<file path="config.mk">
export PLATFORM = sky130hd
export DESIGN_NAME = pe_col_sched
export DESIGN_NICKNAME = d
export VERILOG_FILES = /design/src/rtl/pe_col_sched.sv
export SDC_FILE = /design/constraint.sdc
export NUM_CORES = 1
export LEC_CHECK = 0
export BUFFER_PORTS_ARGS = -buffer_cell sky130_fd_sc_hd__buf_2
export CAP_MARGIN = 20
export CORE_MARGIN = 5
export CORE_UTILIZATION = 45
export DETAILED_ROUTE_END_ITERATION = 6
export PLACE_DENSITY = 0.81
export SLEW_MARGIN = 20
export SYNTH_ARGS = -nofsm -noshare
export SYNTH_HDL_FRONTEND = slang
export SYNTH_SLANG_ARGS = --single-unit
</file>
<file path="constraint.sdc">
create_clock -name i_clk -period 3.3 [get_ports i_clk]
set_clock_uncertainty 0.1 [all_clocks]
set_input_delay 0 -clock i_clk [delete_from_list [all_inputs] [get_ports i_clk]]
set_output_delay 0 -clock i_clk [all_outputs]
set_load 0.005 [all_outputs]
</file>
<file path="src/rtl/pe_col_sched.sv">
// rtl/pe_col_sched.sv - scheduler for a 3-PE psum-chained convolution column
// Sequences kernel load, ifmap streaming, pipeline drain and valid/ready result hand-off.
module pe_col_sched #(
  parameter int IMG_W    = 32,
  parameter int NUM_ROWS = 30,
  parameter int PE_LAT   = 2,
  parameter int PSUM_W   = 14
) (
  input  logic              i_clk,
  input  logic              i_rst,
  input  logic              i_start,
  input  logic [35:0]       i_cfg_filt,
  output logic              o_busy,
  output logic              o_done,
  input  logic              i_s_valid,
  output logic              o_s_ready,
  input  logic [23:0]       i_s_data,
  output logic              o_pe_en,
  output logic [23:0]       o_pe_ifmap,
  output logic [35:0]       o_pe_filt,
  output logic [PSUM_W-1:0] o_pe_psum_in,
  input  logic [PSUM_W-1:0] i_pe_psum_out,
  output logic              o_m_valid,
  input  logic              i_m_ready,
  output logic [PSUM_W-1:0] o_m_data
);

  localparam int CW = (IMG_W > 1) ? $clog2(IMG_W) : 1;
  localparam int RW = (NUM_ROWS > 1) ? $clog2(NUM_ROWS) : 1;
  localparam int DW = (PE_LAT > 1) ? $clog2(PE_LAT) : 1;
  localparam logic [CW-1:0] COL_LAST   = CW'(IMG_W - 1);
  localparam logic [RW-1:0] ROW_LAST   = RW'(NUM_ROWS - 1);
  localparam logic [DW-1:0] DRAIN_LAST = DW'(PE_LAT - 1);

  typedef enum logic [2:0] {S_IDLE, S_LOAD, S_RUN, S_DRAIN, S_DONE} state_t;

  state_t              r_state;
  state_t              w_state_next;
  logic [CW-1:0]       r_col;
  logic [RW-1:0]       r_row;
  logic [DW-1:0]       r_drain;
  logic [PE_LAT-1:0]   r_tag;
  logic [PE_LAT-1:0]   w_tag_next;
  logic [35:0]         r_filt;
  logic                r_m_valid;
  logic [PSUM_W-1:0]   r_m_data;
  logic                w_out_ok;
  logic                w_adv;
  logic                w_tag_in;
  logic                w_last_beat;

  assign w_out_ok    = !r_m_valid || i_m_ready;
  assign w_last_beat = (r_col == COL_LAST) && (r_row == ROW_LAST);
  assign w_tag_next  = (r_tag << 1) | PE_LAT'(w_tag_in);

  always_ff @(posedge i_clk) begin
    if (i_rst) r_state <= S_IDLE;
    else       r_state <= w_state_next;
  end

  always_comb begin
    w_state_next = r_state;
    o_busy       = 1'b0;
    o_done       = 1'b0;
    o_s_ready    = 1'b0;
    w_adv        = 1'b0;
    w_tag_in     = 1'b0;
    o_pe_ifmap   = '0;
    case (r_state)
      S_IDLE: if (i_start) w_state_next = S_LOAD;
      S_LOAD: begin
        o_busy       = 1'b1;
        w_state_next = S_RUN;
      end
      S_RUN: begin
        o_busy     = 1'b1;
        o_s_ready  = w_out_ok;
        w_adv      = w_out_ok && i_s_valid;
        o_pe_ifmap = i_s_data;
        // first two columns of each row only warm up the tap window
        w_tag_in   = (r_col >= CW'(2));
        if (w_adv && w_last_beat) w_state_next = S_DRAIN;
      end
      S_DRAIN: begin
        o_busy = 1'b1;
        w_adv  = w_out_ok;
        if (w_adv && (r_drain == DRAIN_LAST)) w_state_next = S_DONE;
      end
      S_DONE: begin
        o_done       = 1'b1;
        w_state_next = S_IDLE;
      end
      default: w_state_next = S_IDLE;
    endcase
  end

  always_ff @(posedge i_clk) begin
    if (i_rst) begin
      r_col     <= '0;
      r_row     <= '0;
      r_drain   <= '0;
      r_tag     <= '0;
      r_filt    <= '0;
      r_m_valid <= 1'b0;
      r_m_data  <= '0;
    end else begin
      if (r_state == S_LOAD) begin
        r_filt  <= i_cfg_filt;
        r_col   <= '0;
        r_row   <= '0;
        r_drain <= '0;
      end
      if (w_adv) r_tag <= w_tag_next;
      if (w_adv && (r_state == S_RUN)) begin
        if (r_col == COL_LAST) begin
          r_col <= '0;
          r_row <= (r_row == ROW_LAST) ? '0 : r_row + RW'(1);
        end else begin
          r_col <= r_col + CW'(1);
        end
      end
      if (w_adv && (r_state == S_DRAIN))
        r_drain <= (r_drain == DRAIN_LAST) ? '0 : r_drain + DW'(1);
      // a fresh capture wins over an accept so back-to-back results need no bubble
      if (w_adv && r_tag[PE_LAT-1]) begin
        r_m_data  <= i_pe_psum_out;
        r_m_valid <= 1'b1;
      end else if (i_m_ready) begin
        r_m_valid <= 1'b0;
      end
    end
  end

  assign o_pe_en      = w_adv;
  assign o_pe_filt    = r_filt;
  assign o_pe_psum_in = '0;
  assign o_m_valid    = r_m_valid;
  assign o_m_data     = r_m_data;

endmodule
</file>
Yosys cells after proc, flatten, opt, wreduce, memory -nomap -nowiden --
Index checks and enable logic that the tools add are counted.
Word-level totals: register bits 67, input bits 79, word-level logic and storage cells 59
Operators by class: $add $sub $neg 3, $lt $le $gt $ge 1, equal/unequal tests 9, muxes and demuxes 22, bitwise operators 1, reductions and logical operators 15
Operator list (count):
- $mux 5 | 7
- $mux 24 | 1
- $pmux 3 s4 | 1
- $add 5x1->5 const B | 2
- $eq 5x5->1 const B | 2
- $mux 1 | 9
- $mux 3 | 3
- $logic_and 1x1->1 | 7
- $eq 3x2->1 const B | 2
- $ne 2x2->1 const B | 3
- $reduce_bool 2->1 | 3
- $ge 5x2->1 const B | 1
- $eq 3x1->1 const B | 1
- $eq 3x3->1 const B | 1
- $logic_not 3->1 | 1
- $reduce_and 3->1 | 1
- $reduce_or 3->1 | 1
- $or 2x1->2 | 1
- $pmux 1 s2 | 1
- $add 1x1->1 const B | 1
- $logic_not 1->1 | 1
- $logic_or 1x1->1 | 1

Depth between registers and ports, before layout --
word-level depth 6, gate-level depth with buffers 7

Worst setup path before layout --
No wires, ideal clock.
path type register to register, start point register r_col[0], end point register r_col[3], setup time 0.074 ns, arrival 1.824 ns, data required time 3.126 ns, path slack 1.302 ns, stages on the path, launching flop included 8, buffers on the path 0, clock period less this slack 1.998 ns, path through dfxtp_1 -> ha_1 -> and3_1 -> ha_1 -> or4b_4 -> nor3_4 -> nand3_1 -> a31oi_1
Between the ends: cells in the longest elaborated chain, start to end 3, elaborated cells on any way between the ends 4
RTL lines:
- from (decl) | RTL line 39 | logic [CW-1:0] r_col;
- from (signal assigned) | RTL line 119 | r_col <= r_col + CW'(1);
- $add 5x1->5 / $eq 5x5->1 (equally long branches) | RTL line 119, 115
- $mux 5 (*) | RTL line 115 | if (r_col == COL_LAST) begin
- $mux 5 (*) | RTL line 114 | if (w_adv && (r_state == S_RUN)) begin
Every way passes the cells marked *; elsewhere a longest branch is shown, timed or not. A chain may end at the register's enable or synchronous reset.

Final worst setup path --
Ends and elaborated chain as after synthesis.

==> metrics.txt <==
status complete, no violations; I/O Pins 172; CTS Buffer Depth 2; drt initial violations 107; Post-synth EDFFs 0; crit end category flop; FF+latch count, synth 67; clock latency on the worst-skew pair 340 ps; CTS Buf Count 9; initial antenna violation count 0; startpoint types flop; Leak 2.277 nW; CP delay by family, top simple AND/OR/NAND/NOR gates; CTS tree built; first-pass GRT wire length 14,900 um; remaining global-route overflow 0; most frequent CP cell ha_1; post-DR wirelength/cell 14.91 um; asr flop ratio synth 0; number of synthesis warnings 0; placed inst area 0.003741 mm^2; worst min path class in2reg; simple-gate portion of the synthesized area 0.2932; die width 91.59 um; Final Cell Area 0.004453 mm^2; Buf/Inv on CP 0; Mean Syn Cell Area 8.320 um^2; vias in the first global route 3,231; Row Count 29; Critical Path AT 2300 ps; Slew Viols, Final 0; core region area 0.006422 mm^2; H-tree depth 3; critical path, cell by cell ha_1 -> and3_1 -> ha_1 -> or4b_4 -> nor3_4 -> nand3_1 -> a31oi_1; fillcell total 477; CP max FO 5; DR vias 3,303; PortBufs 157; Area contributors post-synth dfxtp_1, nand2_1, a21oi_1, and3_1, mux2i_1; Post-Syn Area 0.002995 mm^2; largest net degree at the start of global routing 43; Synth Area in Adders 0.02089; commonest register cell after synthesis dfxtp_1; Tot GR Track Use 0.2177; Max-slew headroom 0.5444; postcts setup bufs 0; Final Critical Period 2130 ps; Cells after Synth 360; Critical Path Max Stage Delay 510 ps; Area Overhead vs Synth 48.66%; R2R Setup Slk 1170 ps; root buf cell clkbuf_8; Max-Cap Viols 0; clock-pin slew on the worst setup and hold paths 70 ps; Initial Utilization 0.4664; area leader, netlist dfxtp_1; Overall Power 1.811 mW; Power Dens Cells 406.6 mW/mm^2; via-per-instance ratio 5.177; RSZ-0062 raised after global routing no; DR DRC count 0; Achievable Freq 0.4696 GHz; # diodes 0; critical path class reg2reg; Num Clock Sinks 67; Worst Tran Pin Value 681.7 ps; synth cell count leaders nand2_1, dfxtp_1, a21oi_1; placer congestion estimate 0.7579; mux contribution to synthesized area 0.05347; final setup fails 0; largest family of logic cells by synthesized area simple AND/OR/NAND/NOR gates; XOR/XNOR Fraction of Synth Area 0; height of the die 91.59 um; share of cells above drive strength 1 0.3298; WL final 9511 um; Final Hold Viols 0; complex-gate fraction of the synthesized area 0.1048; synth unique cells 40; post-synthesis sequential area ratio 0.4478; Final ANT Viol Nets 0; DRT Pass-1 Iters 4; fin crit share 0.6453; peak supply drop 0.3141 mV; die area 0.008388 mm^2; Layout Nets 641; Post-DP HPWL 5991 um; Synth top area share 0.4478; setup tns final 0 ps; Critical Path RT 3470 ps; highest-delay cell along the critical path or4b_4; top-count cell post-synth nand2_1
==> final cells by class <==
type	count	area (um^2)	area share
Inverter	4	15.01	0.003372
Tap cell	77	96.34	0.02164
Clock buffer	11	151.4	0.03400
Multi-Input combinational cell	263	1473	0.3307
Clock inverter	4	50.05	0.01124
Sequential cell	67	1341	0.3012
Timing Repair Buffer	212	1326	0.2978
==> report_power, final <==
| part | total (mW) | internal [mW] | switching (mW) |
|---|---|---|---|
| Sequential | 0.854 | 0.835 | 0.0191 |
| Combinational | 0.266 | 0.136 | 0.130 |
| Clock | 0.691 | 0.385 | 0.307 |
| Total | 1.81 | 1.36 | 0.455 |
==> what timing repair did <==
action / CTS / global route
hold buffers: 51 / 0
endpoints found under the hold margin: 51 / 0
resized for setup: 0 / 0
==> placed cells by master (no fill, tap or decap), types with 3 or more instances in the layout <==
| cell | Yosys | routed |
|---|---|---|
| inv_1 | 4 | 4 |
| clkbuf_8 | 0 | 11 |
| a31oi_1 | 3 | 3 |
| mux2i_1 | 16 | 16 |
| and3_1 | 26 | 26 |
| ha_1 | 5 | 5 |
| nand2_1 | 83 | 83 |
| dlygate4sd3_1 | 0 | 51 |
| dfxtp_1 | 67 | 67 |
| nor2_1 | 20 | 20 |
| nand3b_1 | 3 | 3 |
| nand2b_1 | 5 | 5 |
| and2_1 | 3 | 3 |
| conb_1 | 1 | 14 |
| buf_4 | 15 | 4 |
| buf_2 | 8 | 157 |
| nand3_1 | 12 | 12 |
| a21oi_1 | 45 | 45 |
==> cells by family (layout without fill, tap and decap cells) <==
| family | Yosys count | in the layout |
|---|---|---|
| compound gates | 57 | 57 |
| fa+ha+maj | 5 | 5 |
| buf+inv | 43 | 231 |
| flops | 67 | 67 |
| mux | 16 | 16 |
| other cells | 1 | 14 |
| simple gates | 171 | 171 |
==> layer usage <==
layer  track usage  wire length, um  vias to the layer above
li1              -                -                     1576
met1        0.2224             3422                     1510
met2        0.3883             4743                      189
met3       0.08182             1099                       28
met4        0.1068              245                        0
met5             0                0                        -
==> path summary, 6_finish.rpt <==
path | startpoint | endpoint | depth (start not counted)
worst max-delay path | r_col[0] | r_col[3] | 7
worst min-delay path | i_rst | o_m_data[1] | 2
worst max register to register | r_col[0] | r_col[3] | 7
worst min register to register | o_pe_filt[13] | o_pe_filt[13] | 2
==> per-stage QoR <==
stage	setup WS, ps	hold slack, ps	utilization	std cells
global route	1035	77.29	0.6934	638
CTS	1166	43.29	0.6934	638
floorplan	1302	35.97	-	373
detailed placement	1166	138.1	0.5825	572
global placement	1233	129.5	0.5825	572
finish	1170	50.55	0.6934	638
==> flip-flops by register name, summed over array words and instances (netlist names) <==
register   count
o_pe_filt     36
o_m_data      14
r_col          5
r_row          5
r_state        3
r_tag          2
o_m_valid      1
r_drain        1
Power figures use the tool's default switching activity.
